<file path="src/rtl/mem_port_arbiter_if.sv">
// Bus bundle between the core array, mem_port_arbiter and one data_memory port.
// master = core/memory side, slave = arbiter side.
interface mem_port_arbiter_if #(
  parameter int unsigned NUM_CORES = 16,
  parameter int unsigned ADDR_W    = 16,
  parameter int unsigned DATA_W    = 16
);
  logic [NUM_CORES-1:0]        req;
  logic [NUM_CORES-1:0]        req_write;
  logic [NUM_CORES*ADDR_W-1:0] req_addr;
  logic [NUM_CORES*DATA_W-1:0] req_data;
  logic [NUM_CORES-1:0]        lock;
  logic [NUM_CORES-1:0]        grant;
  logic [NUM_CORES-1:0]        resp_valid;
  logic [DATA_W-1:0]           resp_data;
  logic [1:0]                  mem_control;
  logic [ADDR_W-1:0]           mem_addr;
  logic [DATA_W-1:0]           mem_data_in;
  logic [DATA_W-1:0]           mem_data_out;

  modport master (
    output req, req_write, req_addr, req_data, lock, mem_data_out,
    input  grant, resp_valid, resp_data, mem_control, mem_addr, mem_data_in
  );

  modport slave (
    input  req, req_write, req_addr, req_data, lock, mem_data_out,
    output grant, resp_valid, resp_data, mem_control, mem_addr, mem_data_in
  );
endinterface

</file>
<file path="src/rtl/mem_port_arbiter.sv">
// Round-robin arbiter sharing one data_memory port among NUM_CORES cores.
// Owner locking is compiled in only when MEM_ARB_LOCK_EN is defined.
module mem_port_arbiter #(
  parameter int unsigned NUM_CORES = 16,
  parameter int unsigned ADDR_W    = 16,
  parameter int unsigned DATA_W    = 16,
  parameter int unsigned LOCK_MAX  = 4
) (
  input logic               clk,
  input logic               rst,
  mem_port_arbiter_if.slave bus
);
  localparam int unsigned PTR_W      = $clog2(NUM_CORES);
  localparam logic [1:0]  CTRL_IDLE  = 2'd0;
  localparam logic [1:0]  CTRL_READ  = 2'd2;
  localparam logic [1:0]  CTRL_WRITE = 2'd3;

  typedef enum logic {ARB, LOCKED} state_t;

  state_t               state, state_next;
  logic [PTR_W-1:0]     ptr, ptr_next;
  logic [PTR_W-1:0]     win;
  logic                 found;
  logic [NUM_CORES-1:0] eligible;
  logic [NUM_CORES-1:0] grant_next;
  logic [1:0]           ctrl_next;
  logic [ADDR_W-1:0]    addr_next;
  logic [DATA_W-1:0]    data_next;

`ifdef MEM_ARB_LOCK_EN
  localparam int unsigned CNT_W = $clog2(LOCK_MAX + 1);
  logic [PTR_W-1:0] owner, owner_next;
  logic [CNT_W-1:0] cnt, cnt_next;
`else
  logic unused_lock;
  assign unused_lock = ^bus.lock ^ (LOCK_MAX == 0);
`endif

  function automatic logic [PTR_W-1:0] step_index(input logic [PTR_W-1:0] i);
    return (32'(i) == NUM_CORES - 1) ? '0 : i + 1'b1;
  endfunction

  // A core whose grant is visible this cycle is masked so its held Req is not re-served.
  always_comb begin
    eligible = bus.req & ~bus.grant;
`ifdef MEM_ARB_LOCK_EN
    if (state == LOCKED) eligible = eligible & (NUM_CORES'(1) << owner);
`endif
  end

  always_comb begin
    int unsigned idx;
    idx   = 0;
    found = 1'b0;
    win   = '0;
    for (int unsigned k = 0; k < NUM_CORES; k++) begin
      idx = 32'(ptr) + k;
      if (idx >= NUM_CORES) idx = idx - NUM_CORES;
      if (!found && eligible[PTR_W'(idx)]) begin
        found = 1'b1;
        win   = PTR_W'(idx);
      end
    end
  end

  always_comb begin
    state_next = state;
    ptr_next   = ptr;
    grant_next = '0;
    ctrl_next  = CTRL_IDLE;
    addr_next  = bus.mem_addr;
    data_next  = bus.mem_data_in;
`ifdef MEM_ARB_LOCK_EN
    owner_next = owner;
    cnt_next   = cnt;
`endif
    if (found) begin
      grant_next[win] = 1'b1;
      ctrl_next       = bus.req_write[win] ? CTRL_WRITE : CTRL_READ;
      addr_next       = bus.req_addr[32'(win) * ADDR_W +: ADDR_W];
      data_next       = bus.req_data[32'(win) * DATA_W +: DATA_W];
      ptr_next        = step_index(win);
`ifdef MEM_ARB_LOCK_EN
      case (state)
        ARB: begin
          if (bus.lock[win] && LOCK_MAX > 1) begin
            state_next = LOCKED;
            owner_next = win;
            cnt_next   = CNT_W'(1);
            ptr_next   = win;
          end
        end
        LOCKED: begin
          if (!bus.lock[win] || (32'(cnt) + 1 >= LOCK_MAX)) begin
            state_next = ARB;
            cnt_next   = '0;
            ptr_next   = step_index(win);
          end else begin
            cnt_next = cnt + 1'b1;
            ptr_next = win;
          end
        end
        default: state_next = ARB;
      endcase
`endif
    end
  end

  always_ff @(posedge clk) begin
    if (rst) begin
      state           <= ARB;
      ptr             <= '0;
      bus.grant       <= '0;
      bus.resp_valid  <= '0;
      bus.mem_control <= CTRL_IDLE;
      bus.mem_addr    <= '0;
      bus.mem_data_in <= '0;
    end else begin
      state           <= state_next;
      ptr             <= ptr_next;
      bus.grant       <= grant_next;
      // The memory samples the read issued this cycle; its data is visible next cycle.
      bus.resp_valid  <= (bus.mem_control == CTRL_READ) ? bus.grant : '0;
      bus.mem_control <= ctrl_next;
      bus.mem_addr    <= addr_next;
      bus.mem_data_in <= data_next;
    end
  end

`ifdef MEM_ARB_LOCK_EN
  always_ff @(posedge clk) begin
    if (rst) begin
      owner <= '0;
      cnt   <= '0;
    end else begin
      owner <= owner_next;
      cnt   <= cnt_next;
    end
  end
`endif

  assign bus.resp_data = bus.mem_data_out;

endmodule
</file>
<file path="src/flat_wrapper.sv">
// flat-port wrapper written by rule: the top's interface ports become plain ports
module mem_port_arbiter_flat 
#(
  parameter int unsigned NUM_CORES = 16,
  parameter int unsigned ADDR_W    = 16,
  parameter int unsigned DATA_W    = 16,
  parameter int unsigned LOCK_MAX  = 4
)
  (clk, rst, bus_req, bus_req_write, bus_req_addr, bus_req_data, bus_lock, bus_mem_data_out, bus_grant, bus_resp_valid, bus_resp_data, bus_mem_control, bus_mem_addr, bus_mem_data_in);
  mem_port_arbiter_if #(.NUM_CORES(NUM_CORES), .ADDR_W(ADDR_W), .DATA_W(DATA_W)) bus_i ();
  input logic clk;
  input logic rst;
  input wire logic [$bits(bus_i.req)-1:0] bus_req;
  input wire logic [$bits(bus_i.req_write)-1:0] bus_req_write;
  input wire logic [$bits(bus_i.req_addr)-1:0] bus_req_addr;
  input wire logic [$bits(bus_i.req_data)-1:0] bus_req_data;
  input wire logic [$bits(bus_i.lock)-1:0] bus_lock;
  input wire logic [$bits(bus_i.mem_data_out)-1:0] bus_mem_data_out;
  output wire logic [$bits(bus_i.grant)-1:0] bus_grant;
  output wire logic [$bits(bus_i.resp_valid)-1:0] bus_resp_valid;
  output wire logic [$bits(bus_i.resp_data)-1:0] bus_resp_data;
  output wire logic [$bits(bus_i.mem_control)-1:0] bus_mem_control;
  output wire logic [$bits(bus_i.mem_addr)-1:0] bus_mem_addr;
  output wire logic [$bits(bus_i.mem_data_in)-1:0] bus_mem_data_in;
  assign bus_i.req = bus_req;
  assign bus_i.req_write = bus_req_write;
  assign bus_i.req_addr = bus_req_addr;
  assign bus_i.req_data = bus_req_data;
  assign bus_i.lock = bus_lock;
  assign bus_i.mem_data_out = bus_mem_data_out;
  assign bus_grant = bus_i.grant;
  assign bus_resp_valid = bus_i.resp_valid;
  assign bus_resp_data = bus_i.resp_data;
  assign bus_mem_control = bus_i.mem_control;
  assign bus_mem_addr = bus_i.mem_addr;
  assign bus_mem_data_in = bus_i.mem_data_in;
  mem_port_arbiter #(.NUM_CORES(NUM_CORES), .ADDR_W(ADDR_W), .DATA_W(DATA_W), .LOCK_MAX(LOCK_MAX)) u_core (.clk(clk), .rst(rst), .bus(bus_i));
endmodule
</file>
<file path="config.mk">
export PLATFORM = sky130hd
export DESIGN_NAME = mem_port_arbiter_flat
export DESIGN_NICKNAME = d
export VERILOG_FILES = /design/src/rtl/mem_port_arbiter_if.sv /design/src/rtl/mem_port_arbiter.sv /design/src/flat_wrapper.sv
export SDC_FILE = /design/constraint.sdc
export NUM_CORES = 1
export LEC_CHECK = 0
export CORE_AREA = 3 3 256 258
export DETAILED_ROUTE_END_ITERATION = 8
export DIE_AREA = 0 0 259 261
export GPL_ROUTABILITY_DRIVEN = 0
export SYNTH_ARGS = -nofsm -noshare
export SYNTH_HDL_FRONTEND = slang
export SYNTH_SLANG_ARGS = --single-unit
export TNS_END_PERCENT = 50
</file>
<file path="constraint.sdc">
create_clock -name clk -period 4.5 [get_ports clk]
set_input_delay 0.9 -clock clk [delete_from_list [all_inputs] [get_ports clk]]
set_output_delay 0.9 -clock clk [all_outputs]
set_load 0.05 [all_outputs]
</file>
==> impl_metrics.json <==
{
  "max_freq_mhz": 220,
  "start_util": 0.153,
  "detail_route.vias_per_cell": 4.87,
  "hold_path.class": "reg2reg",
  "layout_common_cells": "clkdlybuf4s50_1 (594), buf_4 (225), mux2i_1 (182)",
  "clock_sinks": 70,
  "netlist_instances": 1181,
  "grt_remaining_overflow": 0,
  "syn-cell-area_mm2": 0.00969,
  "finalHoldViolCount": 0,
  "cts_tree": "yes",
  "finClkSkew_ps": 31.3,
  "vias": 14003,
  "setup_viol": 8,
  "preCtsSetupSlack_ps": -1210,
  "worstPathArrival_ps": 4780,
  "routed_wl_um": 71100,
  "clk_path_buf_depth": 2,
  "maxSlewViolCount": 0,
  "cp_data_required_time_ps": 4740,
  "worstMarginPinSlew_ps": 691,
  "max_cap_viol_count": 0,
  "clk_latency_ps": 400,
  "crit_type": "reg2reg",
  "grt_pass1_vias": 14233,
  "drt_iter0_drc": 1110,
  "area_growth_pct": 127,
  "grt_pass1_wl_um": 93600,
  "synthFlopType": "dfxtp_1",
  "finalCritPeriodShare": 1.01,
  "hpwlAfterDp_um": 51200,
  "violations": "negative setup slack",
  "dieArea_mm2": 0.0676,
  "cts_root_buf": "clkbuf_16",
  "status": "finished with violations",
  "fin_ws_ps": -41.7,
  "r2r_slack_ps": -40,
  "hold_buffers": 0,
  "synth-edff-count": 0,
  "track_usage": 0.188,
  "synth.net_count": 1770,
  "synth_warnings": 0,
  "fin_crit_ps": 4540,
  "first_pass_iters": 5,
  "ys_seq_area_frac": 0.145,
  "slew_headroom": 0.537,
  "multi_input_area_mm2": 0.00933,
  "crit_fanout": 15,
  "route.detailed.drc": 0,
  "wl_per_cell_um": 24.7,
  "core_region_area_mm2": 0.0632,
  "endpoint_kind": "flop",
  "layout_commonest_cell": "clkdlybuf4s50_1",
  "grt_max_degree": 39,
  "layout-drive-gt1-share": 0.318,
  "async_flop_share": 0,
  "synth.distinct_cells": 90,
  "cts.clk_slew.worst_paths_ps": 80,
  "ff_latch_area_mm2": 0.00141,
  "ant_nets": 0,
  "synth-seq-cells": 70,
  "fin_nets": 2615,
  "cts_max_level": 3,
  "cts_made_buffers": 9,
  "die_h_um": 261,
  "ios": 660,
  "rsz0062_at_grt": "true",
  "die_w_um": 259,
  "cp-start-kind": "flop",
  "port_buffers": 611,
  "antenna_found_initial": 7,
  "fillers": 6298,
  "syn_avg_cell_area_um2": 8.21,
  "fp-row-count": 92
}
==> layout make-up <==
cell class | count | area share
clock buffer | 9 | 0.0102
timing repair buffer | 949 | 0.444
antenna | 1 | 0.000114
clock inverter | 7 | 0.00592
sequential | 70 | 0.0640
multi-input combinational | 984 | 0.425
inverter | 12 | 0.00273
tap | 846 | 0.0482
==> state kept, by name (all words and copies together), names as in the netlist <==
| name | flops |
|---|---|
| u_core.ptr | 4 |
| u_core.bus.grant | 16 |
| u_core.bus.mem_addr | 16 |
| u_core.bus.resp_valid | 16 |
| u_core.bus.mem_data_in | 16 |
| u_core.bus.mem_control | 2 |
==> kinds of logic after synthesis <==
kind of cell / share of synthesized area
simple gates: 0.229
compound gates: 0.214
mux: 0.319
buf+inv: 0.0643
flops: 0.145
xor+xnor: 0.0152
fa+ha+maj: 0.0142
==> worst paths after layout <==
| path | endpoint | cells after the start | startpoint |
|---|---|---|---|
| worst min-delay path | u_core.bus.mem_data_in[12] | 2 | u_core.bus.mem_data_in[12] |
| worst min register to register | u_core.bus.mem_data_in[12] | 2 | u_core.bus.mem_data_in[12] |
| worst max-delay path | u_core.bus.mem_addr[8] | 21 | u_core.ptr[0] |
| worst max register to register | u_core.bus.mem_addr[8] | 21 | u_core.ptr[0] |
==> synthesized netlist by cell type, types with 4 or more instances <==
library cell | n | share of area
mux2i_1 | 233 | 0.24
nand2_1 | 99 | 0.038
o22ai_1 | 98 | 0.063
nor2_1 | 78 | 0.030
dfxtp_1 | 70 | 0.14
nor3_1 | 47 | 0.024
clkbuf_1 | 44 | 0.017
buf_2 | 36 | 0.019
and3_1 | 34 | 0.022
a211o_1 | 33 | 0.030
a311oi_1 | 32 | 0.029
mux4_2 | 31 | 0.072
buf_4 | 24 | 0.019
nand2b_1 | 22 | 0.014
nor4_1 | 21 | 0.014
a21oi_1 | 19 | 0.0098
and2_1 | 19 | 0.012
nor2b_1 | 18 | 0.012
nor3b_1 | 16 | 0.012
o21ai_0 | 15 | 0.0077
and3b_1 | 13 | 0.012
xnor2_1 | 12 | 0.011
ha_1 | 11 | 0.014
nand3_1 | 11 | 0.0057
or4_1 | 11 | 0.0085
buf_1 | 9 | 0.0035
inv_1 | 8 | 0.0031
o211ai_1 | 5 | 0.0039
o21a_1 | 5 | 0.0039
a221oi_1 | 4 | 0.0036
a22oi_1 | 4 | 0.0031
a2bb2oi_1 | 4 | 0.0036
mux2_2 | 4 | 0.0046
or2_2 | 4 | 0.0026
==> per-stage QoR <==
| step | std cells | setup TNS [ps] | area [um^2] | hold slack, ps | utilization |
|---|---|---|---|---|---|
| final | 2878 | -169 | 22000 | 500 | 0.348 |
| after global placement | 2766 | -39690 | 18500 | 486 | 0.293 |
| after detailed placement | 2766 | -42930 | 18500 | 490 | 0.293 |
| after CTS | 2836 | -613 | 20400 | 502 | 0.323 |
| after global routing | 2878 | -4090 | 22000 | 517 | 0.348 |
| after floorplan | 1181 | 0 | 9740 | 713 | - |
==> what timing repair did <==
item	CTS	global route
pin swaps	52	78
gates cloned	9	9
setup buffers	51	41
endpoints found under the hold margin	0	0
endpoints found under the setup margin	52	36
resized for setup	225	227
==> per-layer routing <==
layer  vias to the layer above  track usage  part of all wire
met5                         -            0           0.00051
met4                         6       0.0738             0.046
met3                       165       0.0530             0.088
met2                       868        0.327              0.49
met1                      6683        0.217              0.38
li1                       6281            -                 -
==> worst max-delay path: stages, from the launching register on <==
cell and delay [ps]:
dfxtp_4 410, buf_12 160, buf_8 130, and3b_2 220, or4_4 560, a41oi_2 240
o211ai_2 180, buf_6 160, nor3_4 310, nand3_2 190, buf_4 180, a2bb2oi_2 150
a22oi_2 320, buf_4 180, nor2b_4 50, nand2b_2 90, buf_12 200, buf_4 170
buf_4 110, o22ai_1 60, nor3_1 190, a311oi_1 110
Power is not shown: default switching activity piles up to over one toggle a cycle in this logic, so the estimate is an artifact.
